### src/rtl/hdmi_feed_arbiter.sv
// hdmi_feed_arbiter: shares one sync-read pattern RAM between video and audio feeders,
// video priority with audio aging, 2-cycle tagged return.
module hdmi_feed_arbiter #(
  parameter int ADDR_W = 16,
  parameter int DATA_W = 24,
  parameter int AUDIO_MAX_WAIT = 8
) (
  input  logic              clk,
  input  logic              rst,
  input  logic              vid_req,
  input  logic [ADDR_W-1:0] vid_addr,
  output logic              vid_gnt,
  output logic              vid_rvalid,
  input  logic              aud_req,
  input  logic [ADDR_W-1:0] aud_addr,
  output logic              aud_gnt,
  output logic              aud_rvalid,
  output logic              mem_en,
  output logic [ADDR_W-1:0] mem_addr,
  input  logic [DATA_W-1:0] mem_rdata,
  output logic [DATA_W-1:0] rd_data
);
  localparam int CW = $clog2(AUDIO_MAX_WAIT + 1);
  localparam logic [CW-1:0] MAX = CW'(AUDIO_MAX_WAIT);
  typedef enum logic {VID_PRI, AUD_PRI} state_t;
  state_t state, state_nxt;
  logic [CW-1:0] wait_cnt, wait_nxt;
  logic en_q;
  logic [ADDR_W-1:0] addr_q;
  logic [1:0] tag1, tag2;
  always_comb begin
    aud_gnt = !rst && aud_req && (state == AUD_PRI || !vid_req);
    vid_gnt = !rst && vid_req && !aud_gnt;
    wait_nxt = (aud_req && !aud_gnt) ? ((wait_cnt == MAX) ? MAX : wait_cnt + 1'b1) : '0;
    state_nxt = (state == VID_PRI) ? ((wait_nxt == MAX) ? AUD_PRI : VID_PRI)
                                   : ((aud_gnt || !aud_req) ? VID_PRI : AUD_PRI);
  end
  // tag bits are {video, audio}; reset empties the pipe so in-flight reads never return
  always_ff @(posedge clk) begin
    if (rst) begin
      state <= VID_PRI;
      wait_cnt <= '0;
      en_q <= 1'b0;
      addr_q <= '0;
      tag1 <= '0;
      tag2 <= '0;
    end else begin
      state <= state_nxt;
      wait_cnt <= wait_nxt;
      en_q <= vid_gnt || aud_gnt;
      if (vid_gnt || aud_gnt) addr_q <= aud_gnt ? aud_addr : vid_addr;
      tag1 <= {vid_gnt, aud_gnt};
      tag2 <= tag1;
    end
  end
  assign mem_en = en_q && !rst;
  assign mem_addr = rst ? '0 : addr_q;
  assign vid_rvalid = tag2[1] && !rst;
  assign aud_rvalid = tag2[0] && !rst;
  assign rd_data = mem_rdata;
endmodule

### config.mk
export PLATFORM = sky130hd
export DESIGN_NAME = hdmi_feed_arbiter
export DESIGN_NICKNAME = d
export VERILOG_FILES = /design/src/rtl/hdmi_feed_arbiter.sv
export SDC_FILE = /design/constraint.sdc
export NUM_CORES = 1
export LEC_CHECK = 0
export CORE_MARGIN = 3
export CORE_UTILIZATION = 36
export CTS_CLUSTER_SIZE = 16
export DETAILED_ROUTE_END_ITERATION = 6
export GPL_TIMING_DRIVEN = 0
export PLACE_DENSITY = 0.88
export SLEW_MARGIN = 0
export SYNTH_ARGS = -nofsm -noshare
export SYNTH_HDL_FRONTEND = slang
export SYNTH_SLANG_ARGS = --single-unit
### constraint.sdc
create_clock -name clk -period 4.9 [get_ports clk]
set_input_delay 1.47 -clock clk [delete_from_list [all_inputs] [get_ports clk]]
set_output_delay 1.47 -clock clk [all_outputs]
set_load 0.01 [all_outputs]
* After elaboration in Yosys (flattened, before gate mapping) *
Index checks and enable logic that the tools add are counted.

storage, ports and cells
  register bits = 26
  latch bits = 0
  memory bits (writable) = 0
  ROM bits = 0
  input bits = 60
  output and inout bits = 45
  logic and storage cells = 31
  memories kept = 0

operators by class
  $add $sub $neg = 1
  $mul = 0
  divide/modulo/power cells = 0
  $lt $le $gt $ge = 0
  eq/ne operators = 2
  shift operators = 0
  multiplexer cells = 7
  bitwise operators = 0
  reductions and logical operators = 15

operators with widths
  kind                                         count
  two-way mux 16 bit                           2
  equality test 4 bit, second input constant   2
  logical AND 1 bit                            8
  two-way mux 4 bit                            2
  adder 4 x 1 -> 4 bit, second input constant  1
  logical NOT 1 bit                            4
  logical OR 1 bit                             3
  two-way mux 1 bit                            3

* Logic depth before layout (Yosys ltp) *
  depth after elaboration = 9
  mapped depth = 6
  depth with buffers taken out = 6

* Least setup slack after synthesis *
No wires, ideal clock.

  path kind = input to output
  start = input port vid_req
  end = output port vid_gnt
  arrival = 2254 ps
  data required time = 3430 ps
  slack = 1176 ps
  stages = 5
  cell sequence = nor2b_4 -> nor3b_2 -> buf_6 -> buf_12 -> nor3b_1

on the way
  cells in the longest elaborated chain, start to end = 5
  elaborated cells on any way between the ends = 6
  those cells by class = reduce/logical: 6

ends and longest elaborated chain
  element            RTL line  RTL
  from (decl)        10        input logic vid_req,
  logical NOT 1 bit  32        aud_gnt = !rst && aud_req && (state == AUD_PRI || !vid_req);
  logical OR 1 bit   32
  logical AND 1 bit  32
  named net aud_gnt  16        output logic aud_gnt,
  logical NOT 1 bit  33        vid_gnt = !rst && vid_req && !aud_gnt;
  logical AND 1 bit  33
  to (decl)          12        output logic vid_gnt,

The timed path passes the listed nets, and every way through them passes these cells.

* Final worst setup path *
  start = input port rst
  end = output port mem_addr[6]

on the way
  cells in the longest elaborated chain, start to end = 1

ends and longest elaborated chain
  element             RTL line  RTL
  from (decl)         9         input logic rst,
  two-way mux 16 bit  57        assign mem_addr = rst ? '0 : addr_q;
  to (decl)           19        output logic [ADDR_W-1:0] mem_addr,

Every way passes these cells.

==> results.json <==
{
  "post-dp-hpwl_um": 2820,
  "syn-mean-instance-area_um2": 8.90,
  "synth_enable_flop_cells": 0,
  "cts-resized-gates": 0,
  "floorplan.initialDensity_pct": 39.2,
  "design_area_mm2": 0.00228,
  "dpl-instance-area_mm2": 0.00224,
  "cp.required_ns": 3.43,
  "synth.yosys.warnings": 0,
  "detail_route.first_pass.iterations": 4,
  "layout.filler_cells": 307,
  "power.density_cell_area_mw_per_mm2": 219,
  "cts_hold_buffers": 0,
  "synth_seq_cells": 26,
  "startpoint_to_endpoint_class_of_the_critical_path": "input pin to primary output",
  "post_synth_instance_area_mm2": 0.00138,
  "outcome": "finished clean",
  "crit_arrival_ns": 3.19,
  "drive_above_1_share_pct": 14.7,
  "gr-usage-all-layers_pct": 15.5,
  "syn_to_final_growth_pct": 65.4,
  "synth.yosys.seq_area_share_pct": 37.7,
  "p_leak_uw": 0.000909,
  "synth_area_leaders": "dfxtp_1, buf_4, mux2i_1, nor2b_1, nor2_1",
  "floorplan.core_area_mm2": 0.00352,
  "synth_area_leader_cell": "dfxtp_1",
  "ys_async_sr_fraction_pct": 0,
  "yosys.area.top_type_share_pct": 37.7,
  "tritoncts": "built",
  "placement_rows": 21,
  "final.period_utilization_pct": 95.1,
  "clock_skew_ns": 0.00128,
  "overflow_left_after_global_routing": 0,
  "place_congestion": 0.757,
  "crit_path_start_kind": "input pin",
  "hold_path.class": "flip-flop to flip-flop",
  "detailedRoute.firstIterationViolations": 41,
  "cts_buffers": 3,
  "slew_headroom_pct": 70.9,
  "grt_setup_unrepaired": "false",
  "detail_route.wirelength_um": 3450,
  "timing.final.hold_violations": 0,
  "tightestPinTransition_ns": 0.437,
  "synthCells": 155,
  "setup_slack_ns": 0.238,
  "grt_max_degree": 14,
  "clk-insertion-delay-late_ns": 0.27,
  "finalSetupTns_ns": 0,
  "layout_nets": 302,
  "final-setup-viol-count": 0,
  "cts_root_buffer": "clkbuf_8",
  "drc": 0,
  "fmax_mhz": 215,
  "cp_max_fo": 10,
  "grt_pass1_vias": 1270,
  "synth_nets": 217,
  "die_x_um": 67.9,
  "viasPerCell": 4.46,
  "io_pins": 105,
  "post-cts-setup-buffer-count": 0,
  "worst_setup_path_end_kind": "primary output",
  "final_period_minus_worst_setup_slack_ns": 4.66,
  "post_synth_num_cell_types": 27,
  "synth-main-ff-cell": "dfxtp_1",
  "tritoncts_num_sinks": 26,
  "multi_input_area_um2": 608,
  "wl_per_cell_um": 12.2,
  "clock_path_buffers": 2,
  "cts.clk_slew.worst_paths_ns": 0.08,
  "placement.io_buffers": 80,
  "area.sequential_um2": 520,
  "route.vias.total": 1268,
  "report.final.slew_viol_count": 0,
  "cts_htree_levels": 1,
  "die_area_mm2": 0.00461,
  "drt.antenna.violating_nets": 0,
  "worst_ir_drop_vdd_mv": 0.203,
  "grt_first_pass_wirelength_um": 5380,
  "grt_antenna_before_repair": 0,
  "n_antenna_cell": 0,
  "fp.dieH_um": 67.9,
  "place_ws_ns": 0.0936,
  "maxCapViolations": 0
}
==> layer usage <==
| layer | up-vias | global-route usage, % | part of all wire (%) |
|---|---|---|---|
| li1 | 649 | - | - |
| met1 | 564 | 17.8 | 37 |
| met2 | 51 | 27.3 | 54 |
| met3 | 4 | 5.58 | 8.4 |
| met4 | 0 | 3.72 | 0.81 |
| met5 | - | 0 | 0 |
==> flip-flops by register name, indices dropped and copies added, names as in the netlist <==
| signal | flops |
|---|---|
| tag1 | 2 |
| en_q | 1 |
| addr_q | 16 |
| wait_cnt | 4 |
| tag2 | 2 |
| state | 1 |
==> placed cells by master, fill, tap and decap left out, types with 2 or more instances in the layout <==
cell and instances:
inv_1 3, nor2b_1 21, ha_1 2, a21oi_1 16
nor3b_1 3, buf_4 24, mux2i_1 16, nor2_1 23
clkbuf_8 3, buf_2 4, clkdlybuf4s50_1 79, dfxtp_1 26
==> synth_stat cells, types with 2 or more instances <==
library cell,count
ha_1,2
nor2_1,23
dfxtp_1,26
buf_2,4
a21oi_1,16
nor3b_1,3
mux2i_1,16
buf_4,24
inv_1,3
nor2b_1,21
==> final cells by class <==
cell class	instances	share of cell area, %
Multi-Input combinational cell	94	26.7
Sequential cell	26	22.8
Buffer	32	10.5
Clock buffer	3	1.81
Inverter	3	0.494
Tap cell	46	2.52
Timing Repair Buffer	80	35.2
==> power by group <==
part	total (uW)	internal, uW	switching [uW]
combinational	151	95.9	55.4
sequential	231	228	3.38
clock	117	55.0	61.5
==> cell families after synthesis <==
family          share of synthesized area, %
mux                                     11.6
xor+xnor                               0.635
simple gates                            22.1
flops                                   37.7
fa+ha+maj                               1.81
buf+inv                                 18.1
compound gates                          7.90
==> metrics by stage <==
| step | utilization [%] | hold slack [ns] | total power, uW | std cells |
|---|---|---|---|---|
| 2_1_floorplan | - | 0.414 | 307 | 155 |
| 3_3_place_gp | 63.5 | 0.418 | 385 | 281 |
| 3_5_place_dp | 63.5 | 0.426 | 389 | 281 |
| 4_1_cts | 64.7 | 0.444 | 503 | 284 |
| 5_1_grt | 64.8 | 0.456 | 526 | 284 |
| 6_report | 64.8 | 0.442 | 499 | 284 |
==> critical path, stage by stage <==
cell and delay, ns:
clkdlybuf4s50_1 0.48, buf_2 0.21, clkbuf_1 0.38, nor2b_1 0.12
clkdlybuf4s50_1 0.52
==> worst paths after layout <==
path,slack [ns],cells after the start,end,start
setup / recovery,0.24,5,mem_addr[6],rst
hold / removal,0.44,1,tag2[0],tag1[0]
setup reg to reg,3.48,6,addr_q[7],state
hold reg to reg,0.44,1,tag2[0],tag1[0]
Power figures use the tool's default switching activity.
